===== src/rtl/fifo_reader.sv =====
// Pops words from an upstream FIFO one at a time and presents each on a registered
// valid/ready output, counting every word the downstream consumer accepts.
//
//   state   | meaning
//   --------+---------------------------------------------------------------
//   IDLE    | no pop outstanding; waiting for pop permission
//   REQ     | rd_en asserted for this single cycle
//   CAPTURE | FIFO read data is valid; loaded into data_out at closing edge
//   HOLD    | word presented (valid_out=1) until ready_in accepts it
module fifo_reader #(
    parameter int DATA_WIDTH = 4,
    parameter int CNT_WIDTH  = 8
) (
    input  logic                  clk,
    input  logic                  rst,
    input  logic                  almostEmpty,
    input  logic [3:0]            fifo_counter,
    input  logic [DATA_WIDTH-1:0] DataOut,
    output logic                  rd_en,
    input  logic                  flush,
    input  logic                  ready_in,
    output logic [DATA_WIDTH-1:0] data_out,
    output logic                  valid_out,
    output logic                  busy,
    output logic [CNT_WIDTH-1:0]  pop_count
);

    typedef enum logic [1:0] {
        IDLE    = 2'd0,
        REQ     = 2'd1,
        CAPTURE = 2'd2,
        HOLD    = 2'd3
    } state_t;

    state_t                state_q, state_d;
    logic [DATA_WIDTH-1:0] data_q, data_d;
    logic                  valid_q, valid_d;
    logic [CNT_WIDTH-1:0]  cnt_q, cnt_d;
    logic                  armed_q;
    logic                  can_pop;

    // Flush lets the FIFO drain past the almost-empty mark, all the way to zero.
    assign can_pop = flush ? (fifo_counter != 4'd0) : !almostEmpty;

    always_comb begin
        state_d = state_q;
        data_d  = data_q;
        valid_d = valid_q;
        cnt_d   = cnt_q;
        unique case (state_q)
            IDLE: begin
                // armed_q holds off the first pop until one clean edge after reset.
                if (armed_q && can_pop) begin
                    state_d = REQ;
                end
            end
            REQ: begin
                state_d = CAPTURE;
            end
            CAPTURE: begin
                data_d  = DataOut;
                valid_d = 1'b1;
                state_d = HOLD;
            end
            HOLD: begin
                if (ready_in) begin
                    valid_d = 1'b0;
                    cnt_d   = cnt_q + CNT_WIDTH'(1);
                    state_d = can_pop ? REQ : IDLE;
                end
            end
            default: begin
                state_d = IDLE;
            end
        endcase
    end

    always_ff @(posedge clk) begin
        if (!rst) begin
            state_q <= IDLE;
            data_q  <= '0;
            valid_q <= 1'b0;
            cnt_q   <= '0;
            armed_q <= 1'b0;
        end else begin
            state_q <= state_d;
            data_q  <= data_d;
            valid_q <= valid_d;
            cnt_q   <= cnt_d;
            armed_q <= 1'b1;
        end
    end

    assign rd_en     = (state_q == REQ);
    assign busy      = (state_q != IDLE);
    assign data_out  = data_q;
    assign valid_out = valid_q;
    assign pop_count = cnt_q;

endmodule


===== config.mk =====
export PLATFORM = sky130hd
export DESIGN_NAME = fifo_reader
export DESIGN_NICKNAME = d
export VERILOG_FILES = /design/src/rtl/fifo_reader.sv
export SDC_FILE = /design/constraint.sdc
export NUM_CORES = 1
export LEC_CHECK = 0
export CORE_MARGIN = 8
export CORE_UTILIZATION = 38
export DETAILED_ROUTE_END_ITERATION = 6
export PLACE_DENSITY = 0.73
export SYNTH_ARGS = -nofsm -noshare
export SYNTH_HDL_FRONTEND = slang
export SYNTH_SLANG_ARGS = --single-unit

===== constraint.sdc =====
create_clock -name clk -period 1.24 [get_ports clk]
set_input_delay 0.186 -clock clk [delete_from_list [all_inputs] [get_ports clk]]
set_output_delay 0.186 -clock clk [all_outputs]
set_load 0.05 [all_outputs]

# Word-level counts from Yosys, hierarchy flattened
# Index checks and enable logic that the tools add are counted.
dict set report word_totals {
  regBits 16
  in_bits 13
  output_inout_bits 15
  wordCells 28
}
dict set report classes {
  add_sub_neg 1
  eq_ne 5
  n_mux 8
  n_reduce_logical 9
}
# op n
set ops {}
lappend ops {{$add A8 B1 Y8 const B} 1}
lappend ops {{$pmux W2 S4} 1}
lappend ops {{$reduce_and A2 Y1} 3}
lappend ops {{$eq A2 B2 Y1 const B} 2}
lappend ops {{$mux W1} 4}
lappend ops {{$mux W2} 2}
lappend ops {{$ne A2 B2 Y1 const B} 2}
lappend ops {{$reduce_bool A2 Y1} 2}
lappend ops {{$reduce_bool A4 Y1} 1}
lappend ops {{$eq A2 B1 Y1 const B} 1}
lappend ops {{$logic_not A2 Y1} 1}
lappend ops {{$pmux W1 S2} 1}
lappend ops {{$logic_and A1 B1 Y1} 1}
lappend ops {{$logic_not A1 Y1} 1}

# Depth between registers and ports, before layout
# Gate-level depths: netlist (run 1).
dict set report depth {
  ltp_word 5
  mapped_depth 6
  ltp_nobuf 5
}

# Worst setup path after synthesis (run 1)
# OpenSTA, ideal clock, no wires.
dict set report synth_timing {
  path_type {register to register}
  from {register cnt_q[2], in the netlist pop_count[2]}
  to {register cnt_q[7], in the netlist pop_count[7]}
  setup_time_ns 0.118
  t_arrival_ns 1.294
  t_required_ns 1.122
  setup_slack_ns -0.172
  stages_incl_launch_ff 5
  n_path_buf 0
  synth_period_minus_slack_ns 1.412
  cell_sequence {dfxtp_1 -> and3_1 -> and4_1 -> xnor2_1 -> nor2_1}
}
dict set report synth_between {
  elab_chain_len 1
}
# item line_no
set synth_rtl {}
lappend synth_rtl {{from (decl)} 38} ;# logic [CNT_WIDTH-1:0] cnt_q, cnt_d;
lappend synth_rtl {{from (signal assigned)} 89} ;# cnt_q <= cnt_d;
lappend synth_rtl {{$add A8 B1 Y8} 68} ;# cnt_d = cnt_q + CNT_WIDTH'(1);
# Every way passes these cells.
# A chain may end at the register's enable or synchronous reset.

# Worst setup path in the final report (run 1)
dict set report layout_timing {
  from {register state_q[1]}
  to {output port busy}
}
dict set report layout_between {
  elab_chain_len 1
}
# item line_no
set layout_rtl {}
lappend layout_rtl {{from (decl)} 35} ;# state_t state_q, state_d;
lappend layout_rtl {{from (signal assigned)} 86} ;# state_q <= state_d;
lappend layout_rtl {{$reduce_bool A2 Y1} 95} ;# assign busy = (state_q != IDLE);
lappend layout_rtl {{to (decl)} 24} ;# output logic busy,
# Every way passes these cells.

==> results.json, run 1 <==
{
  "status": "finished with violations",
  "violations": "negative setup slack",
  "synthAdderAreaFrac_pct": 9.69,
  "worstHoldPathType": "in -> reg",
  "cp-end-kind": "output port",
  "synth_ff_type": "dfxtp_1",
  "async_reset_ff_share_pct": 0,
  "grt_pass1_vias": 710,
  "synthToLayoutAreaGrowth_pct": 85.5,
  "leakagePower_nw": 0.575,
  "die-width_um": 61.1,
  "max_freq_mhz": 778,
  "synth_compound_area_share_pct": 8.56,
  "swShare_pct": 38.1,
  "remaining_drc_errors": 0,
  "reg2reg_setup_slack_ns": 0.01,
  "crit_arrival_ns": 1.10,
  "cts-root-buf": "clkbuf_4",
  "antenna_found_initial": 0,
  "ys_seq_area_share_pct": 41.4,
  "synth_warnings": 0,
  "cts_tree": "built",
  "port_buffers": 27,
  "ys_types": 27,
  "worstPathRequired_ns": 1.05,
  "fin_crit_ns": 1.29,
  "placedCellCount": 141,
  "synth_xor_area_share_pct": 7.92,
  "ir_drop_v": 0.00131,
  "grt_pass1_wl_mm": 3.19,
  "p_comb_share_pct": 54.4,
  "p_seq_share_pct": 30.8,
  "power.switching_mw": 0.877,
  "grt_overflow_total": 0,
  "synthSimpleGateAreaFrac_pct": 23.3,
  "drive_gt1_share_pct": 45.5,
  "instances_no_fill": 148,
  "worst-path-max-fanout": 4,
  "crit_type": "reg -> out",
  "cts.clk_slew.worst_paths_ns": 0.09,
  "slowest_delay_ns": 0.41,
  "layout_commonest_cell": "buf_12",
  "first_pass_iters": 4,
  "period_share_pct": 104,
  "rsz0062_at_grt": "yes",
  "synth_mux_area_share_pct": 5.17,
  "cts_made_buffers": 3,
  "maxSlewViolCount": 0,
  "io_pins": 28,
  "clk_latency_ns": 0.29,
  "vias": 706,
  "nets": 141,
  "hold_viol": 0,
  "clock_skew_ns": 0.00212,
  "row_count": 16,
  "crit_path_top_delay_cell": "dfxtp_4",
  "cts_max_level": 1,
  "synth_top_family_by_area": "simple AND/OR/NAND/NOR gates",
  "worst_slack_ns": -0.0453,
  "antenna-diode-count": 0,
  "yosys_register_bits": 16,
  "syn_inst": 81,
  "final_cell_mix": "buf_12, nor2_1, buf_4",
  "wl_mm": 2.10,
  "core_area_mm2": 0.00194,
  "avgSynthCellArea_um2": 9.56,
  "synth_nets": 100,
  "clockBufferDepth": 2,
  "synth-edff-count": 0,
  "grt_usage_pct": 11.3,
  "start_kind": "flip-flop",
  "grt_max_degree": 16,
  "drtIter0Drc": 8,
  "setup_viol": 2,
  "routed_via_density": 4.77,
  "crit_chain": "inv_6 > ha_4 > inv_4 > buf_12",
  "pwr_density_cell_mw_per_mm2": 1600,
  "worst_pin_slew_ns": 0.291,
  "die_area_mm2": 0.00374,
  "maxCapViolations": 0,
  "hpwl_mm": 1.56,
  "clock-sinks": 16,
  "gp_congestion": 0.774,
  "p_int_mw": 1.42,
  "wire_per_inst_um": 14.2,
  "pwr-share-clk_pct": 14.8,
  "place_ws_ns": -0.375,
  "slew_headroom_pct": 80.5,
  "start_util_pct": 39.9,
  "synth.cell_area_um2": 774,
  "ant_nets": 0,
  "die_y_um": 61.1
}
sequential cells by signal, indices dropped and copies added (netlist names):
| name | count |
|---|---|
| state_q | 2 |
| armed_q | 1 |
| pop_count | 8 |
| data_out | 4 |
| valid_out | 1 |
stage by stage:
stage	power, mW	hold slack, ns	instance area (µm²)	utilization (%)	TNS, ns
after floorplan	1.24	0.214	790	-	0
after global placement	1.71	0.484	1310	67.4	-1.72
after detailed placement	1.74	0.492	1310	67.4	-1.84
after CTS	2.25	0.355	1410	72.7	-0.101
after global routing	2.41	0.352	1440	74.0	-0.318
final	2.30	0.361	1440	74.0	-0.0837
repair_timing:
action                     4_1_cts  5_1_grt
hold buffers                     0        0
resized for setup               21        7
setup endpoints to repair       10        6
gates cloned                     0        0
pin swaps                        8        5
buffers inserted                 2        1
cell usage after synthesis, types with 2 or more instances:
library cell | number | area share, %
nor2_1 | 12 | 5.8
nand2b_1 | 2 | 1.6
xnor2_1 | 2 | 2.3
nand2_1 | 6 | 2.9
inv_1 | 5 | 2.4
nand4_1 | 3 | 2.4
and3_1 | 2 | 1.6
xor2_1 | 5 | 5.7
a21oi_1 | 2 | 1.3
dfxtp_1 | 16 | 41
ha_1 | 6 | 9.7
mux2i_1 | 4 | 5.2
clkbuf_1 | 2 | 0.97
logic make-up after synthesis:
| logic type | Yosys count |
|---|---|
| xor gates and xnor gates | 7 |
| AOI/OAI and AO/OA | 8 |
| buffers and inverters | 8 |
| and+or+nand+nor | 32 |
| adders and majority gates | 6 |
| DFF | 16 |
| muxes | 4 |
final cells by class:
cell class | count | area (µm²)
well taps | 27 | 33.8
repair buffers | 39 | 526
flip-flops and latches | 16 | 337
inverters | 5 | 31.3
clock buffers | 4 | 36.3
fillers | 138 | 505
multi-input cells | 57 | 473
worst paths after layout:
kind	from	end	depth (start not counted)
max	state_q[1]	busy	4
min reg2reg	pop_count[1]	pop_count[1]	2
max reg2reg	state_q[1]	state_q[1]	6
min	rst	armed_q	1
per-layer routing:
metal / vias up / wire, µm / GRT usage (%)
met5: - / 0 / 0
met4: 0 / 23 / 4.98
met3: 5 / 128 / 3.76
met2: 20 / 1070 / 19.3
met1: 325 / 875 / 12.5
li1: 356 / - / -
worst max-delay path: cells and delay by family, from the launching register on:
kind / cells / cell delay (ns)
fa+ha+maj: 1 / 0.17
buf+inv: 3 / 0.23
flops: 1 / 0.41
power by group through the flow:
stage	registers, mW	clock network (mW)	logic [mW]
after floorplan	0.773	0	0.468
final	0.708	0.340	1.25
after global routing	0.719	0.378	1.31
after detailed placement	0.671	0	1.07
after CTS	0.699	0.354	1.20
after global placement	0.666	0	1.05
Power figures use the tool's default switching activity.
==> run 2, diff against run 1 <==
Settings changed: CTS_CLUSTER_DIAMETER from default to 40, PLACE_DENSITY 0.73 to 0.82.
==> results.json, run 2 (synthesis gave the netlist of run 1 again) <==
{
  "row_count": 16,
  "clock-sinks": 16,
  "p_seq_share_pct": 28.8,
  "use_met3_pct": 4.59,
  "final_cell_mix": "buf_12, nor2_1, clkdlybuf4s50_1",
  "p_comb_share_pct": 60.1,
  "r2r-start": "state_q[1]",
  "clock_skew_ns": 0.00213,
  "pwr_density_cell_mw_per_mm2": 1670,
  "grt_usage_pct": 12.7,
  "worst_slack_ns": -0.0989,
  "multiInputGateArea_um2": 510,
  "cts_tree": "built",
  "antenna-diode-count": 0,
  "remaining_drc_errors": 0,
  "ir_drop_v": 0.00125,
  "maxSlewViolCount": 0,
  "grt_overflow_total": 0,
  "max_freq_mhz": 747,
  "io_pins": 28,
  "cp-end-kind": "flip-flop",
  "grt_pass1_wl_mm": 3.54,
  "cts.clk_slew.worst_paths_ns": 0.09,
  "cts-root-buf": "clkbuf_4",
  "nFillCells": 134,
  "wire_per_inst_um": 16.3,
  "period_share_pct": 108,
  "routed_via_density": 4.98,
  "cts-hold-fix-buffers": 0,
  "use_met2_pct": 23.6,
  "pwr-share-clk_pct": 11.2,
  "core_area_mm2": 0.00194,
  "port_buffers": 27,
  "crit_arrival_ns": 1.54,
  "hold_path_end": "armed_q",
  "busiest_layer": "met2",
  "start_util_pct": 39.9,
  "start_kind": "input port",
  "nets": 139,
  "rsz0062_at_grt": "yes",
  "die-width_um": 61.1,
  "clockBufferDepth": 2,
  "placedCellCount": 140,
  "cts_made_buffers": 3,
  "drive_gt1_share_pct": 47.5,
  "cts_max_level": 1,
  "antenna_found_initial": 0,
  "swShare_pct": 39.1,
  "reg2reg_to": "state_q[0]",
  "worstHoldPathCells": 1,
  "gp_congestion": 0.898,
  "worstHoldPathType": "in -> reg",
  "clk_latency_ns": 0.28,
  "slew_headroom_pct": 78.9,
  "grt_pass1_vias": 770,
  "grt_max_degree": 16,
  "synthToLayoutAreaGrowth_pct": 86.4,
  "die_y_um": 61.1,
  "worstPathRequired_ns": 1.44,
  "use_met1_pct": 12.2,
  "die_area_mm2": 0.00374,
  "hpwl_mm": 1.67,
  "hold_viol": 0,
  "reg2reg_setup_slack_ns": -0.09,
  "instances_no_fill": 145,
  "maxCapViolations": 0,
  "status": "finished with violations",
  "crit_type": "in -> reg",
  "vias": 722,
  "hold_start": "rst",
  "place_ws_ns": -0.367,
  "setup_viol": 6,
  "fin_crit_ns": 1.34,
  "worst-path-max-fanout": 4,
  "ff2ff_path_depth": 5,
  "power.switching_mw": 0.942,
  "violations": "negative setup slack",
  "first_pass_iters": 4,
  "worst_pin_slew_ns": 0.314,
  "p_int_mw": 1.47,
  "tns_ns": -0.246,
  "final-seq-area_um2": 337,
  "ant_nets": 0,
  "drtIter0Drc": 17,
  "wl_mm": 2.36,
  "final_util_pct": 74.4,
  "largest_reg_flops": 8,
  "leakagePower_nw": 0.564,
  "layout_commonest_cell": "buf_12"
}
[run 2: timing repair]
item	4_1_cts	5_1_grt
gates resized for setup	23	9
setup endpoints to repair	9	9
pin swaps	3	4
buffers inserted	2	0
[run 2: layout make-up]
cell class                 count  area share [%]
tap                           27            2.34
inverter                       5            1.99
sequential                    16            23.3
timing repair buffer          37            35.4
multi-input combinational     57            35.4
clock buffer                   3            1.56
[run 2: worst max-delay path by stage]
stage | slack [ns] | endpoint | start
after floorplan | 0.006 | pop_count[7] | state_q[1]
after global placement | -0.32 | state_q[0] | fifo_counter[1]
after detailed placement | -0.37 | state_q[0] | fifo_counter[1]
after CTS | -0.07 | rd_en | state_q[1]
after global routing | -0.15 | state_q[0] | armed_q
final | -0.1 | state_q[0] | almostEmpty
[run 2: power by group through the flow]
stage                     Combinational, mW  Clock (mW)  Sequential, mW
after floorplan                       0.468           0           0.773
after global placement                 1.08           0           0.670
after detailed placement               1.12           0           0.675
after CTS                              1.33       0.272           0.692
after global routing                   1.53       0.299           0.706
final                                  1.45       0.269           0.694
[run 2: worst max-delay path, cell delays in order]
cell and delay [ns]:
clkdlybuf4s50_1 0.44, or3b_4 0.40, o211ai_4 0.10, o211ai_1 0.16, a211oi_2 0.25
[run 2: per-layer routing]
metal	vias up	wire, µm
met5	-	0
met3	0	183
li1	347	-
met4	0	0
met1	349	850
met2	26	1320
[run 2: stage by stage]
stage / area [µm²] / hold WS (ns) / power, mW
2_1_floorplan: 790 / 0.214 / 1.24
4_1_cts: 1410 / 0.370 / 2.30
3_5_place_dp: 1300 / 0.499 / 1.79
3_3_place_gp: 1300 / 0.484 / 1.75
5_1_grt: 1440 / 0.372 / 2.53
6_report: 1440 / 0.368 / 2.41
==> run 3, diff against run 2 <==
Settings changed: CAP_MARGIN from default to 20, SETUP_SLACK_MARGIN from default to 0.4.
==> results.json, run 3 (synthesis gave the netlist of run 1 again) <==
{
  "worstHoldPathCells": 1,
  "slowest_delay_ns": 0.41,
  "remaining_drc_errors": 0,
  "grt_pass1_wl_mm": 3.46,
  "grt_usage_pct": 12.7,
  "start_util_pct": 39.9,
  "r2r-start": "state_q[0]",
  "clock_skew_ns": 0.00402,
  "drtIter0Drc": 10,
  "worst-path-max-fanout": 4,
  "period_share_pct": 104,
  "p_seq_share_pct": 31.1,
  "clock-sinks": 16,
  "crit_chain": "inv_4 > ha_4 > inv_2 > buf_12",
  "worst_slack_ns": -0.0454,
  "pwr_density_cell_mw_per_mm2": 1520,
  "swShare_pct": 37.9,
  "worstHoldPathType": "in -> reg",
  "reg2reg_to": "pop_count[7]",
  "io_pins": 28,
  "layout_commonest_cell": "buf_12",
  "instances_no_fill": 149,
  "cts_tree": "built",
  "routed_via_density": 4.87,
  "cts_max_level": 1,
  "first_pass_iters": 2,
  "worstPathRequired_ns": 1.05,
  "antenna_found_initial": 0,
  "gp_congestion": 0.737,
  "start_kind": "flip-flop",
  "die-width_um": 61.1,
  "hpwl_mm": 1.50,
  "row_count": 16,
  "maxSlewViolCount": 0,
  "power.switching_mw": 0.853,
  "ff2ff_path_depth": 5,
  "slew_headroom_pct": 68.2,
  "leakagePower_nw": 0.597,
  "wl_mm": 2.21,
  "core_area_mm2": 0.00194,
  "final_cell_mix": "buf_12, nor2_1, buf_4",
  "antenna-diode-count": 0,
  "cts-root-buf": "clkbuf_4",
  "die_y_um": 61.1,
  "cts_made_buffers": 3,
  "hold_ws_ns": 0.370,
  "clk_latency_ns": 0.28,
  "p_int_mw": 1.40,
  "largest_reg_flops": 8,
  "maxCapViolations": 0,
  "ant_nets": 0,
  "rsz0062_at_grt": "yes",
  "crit_arrival_ns": 1.10,
  "grt_max_degree": 16,
  "pwr-share-clk_pct": 14.9,
  "reg2reg_setup_slack_ns": -0.02,
  "max_freq_mhz": 778,
  "ir_drop_v": 0.00102,
  "clockBufferDepth": 2,
  "worst_pin_slew_ns": 0.477,
  "hold_path_end": "armed_q",
  "cp-end-kind": "output port",
  "violations": "negative setup slack",
  "die_area_mm2": 0.00374,
  "wire_per_inst_um": 14.8,
  "status": "finished with violations",
  "p_comb_share_pct": 54.0,
  "setup_viol": 6,
  "placedCellCount": 137,
  "crit_path_top_delay_cell": "dfxtp_4",
  "vias": 725,
  "cts.clk_slew.worst_paths_ns": 0.09,
  "crit_type": "reg -> out",
  "drive_gt1_share_pct": 55.7,
  "synthToLayoutAreaGrowth_pct": 91.4,
  "nets": 142,
  "port_buffers": 27,
  "fin_crit_ns": 1.29,
  "hold_start": "rst",
  "hold_viol": 0,
  "grt_pass1_vias": 767,
  "place_ws_ns": -0.377,
  "grt_overflow_total": 0
}
## run 3: power by group through the flow
stage | Clock, mW | Combinational, mW | Sequential (mW)
3_5_place_dp | 0 | 1.07 | 0.681
2_1_floorplan | 0 | 0.490 | 0.781
3_3_place_gp | 0 | 1.06 | 0.676
6_report | 0.336 | 1.22 | 0.701
5_1_grt | 0.382 | 1.28 | 0.712
4_1_cts | 0.341 | 1.19 | 0.700
## run 3: cell type report
type,instances,area (µm²)
Fill cell,135,459
Timing Repair Buffer,40,529
Multi-Input combinational cell,57,497
Tap cell,27,33.8
Clock buffer,4,36.3
Inverter,5,26.3
Sequential cell,16,360
## run 3: what timing repair did
action	CTS	global route
hold endpoints to repair	0	0
pin swaps	8	5
gates resized for setup	32	8
setup endpoints to repair	30	30
setup buffers	5	3
hold buffers	0	0
## run 3: worst max path at each step
stage	slack (ns)	cells after the start	to	from
3_3_place_gp	-0.33	5	state_q[0]	fifo_counter[1]
3_5_place_dp	-0.38	5	state_q[0]	fifo_counter[1]
2_1_floorplan	0.05	6	pop_count[7]	state_q[1]
6_report	-0.05	4	busy	state_q[0]
5_1_grt	-0.08	4	busy	state_q[0]
4_1_cts	-0.04	4	busy	state_q[0]
## run 3: metrics by stage
stage | TNS [ns] | area [µm²] | total power, mW | utilization, %
after CTS | -0.0813 | 1440 | 2.24 | 73.9
after global placement | -1.14 | 1290 | 1.73 | 66.4
after detailed placement | -1.38 | 1290 | 1.76 | 66.4
final | -0.106 | 1480 | 2.25 | 76.4
after global routing | -0.377 | 1480 | 2.38 | 76.4
after floorplan | 0 | 821 | 1.27 | -
## run 3: routing by layer
layer | global-route usage [%] | wire length [µm]
met5 | 0 | 0
met4 | 8.31 | 34
met3 | 4.80 | 169
met2 | 20.7 | 1130
met1 | 13.4 | 883
## run 3: critical path: cells and delay by family (launching register included)
| family | cells | cell delay (ns) |
|---|---|---|
| flops | 1 | 0.41 |
| fa+ha+maj | 1 | 0.16 |
| buf+inv | 3 | 0.25 |
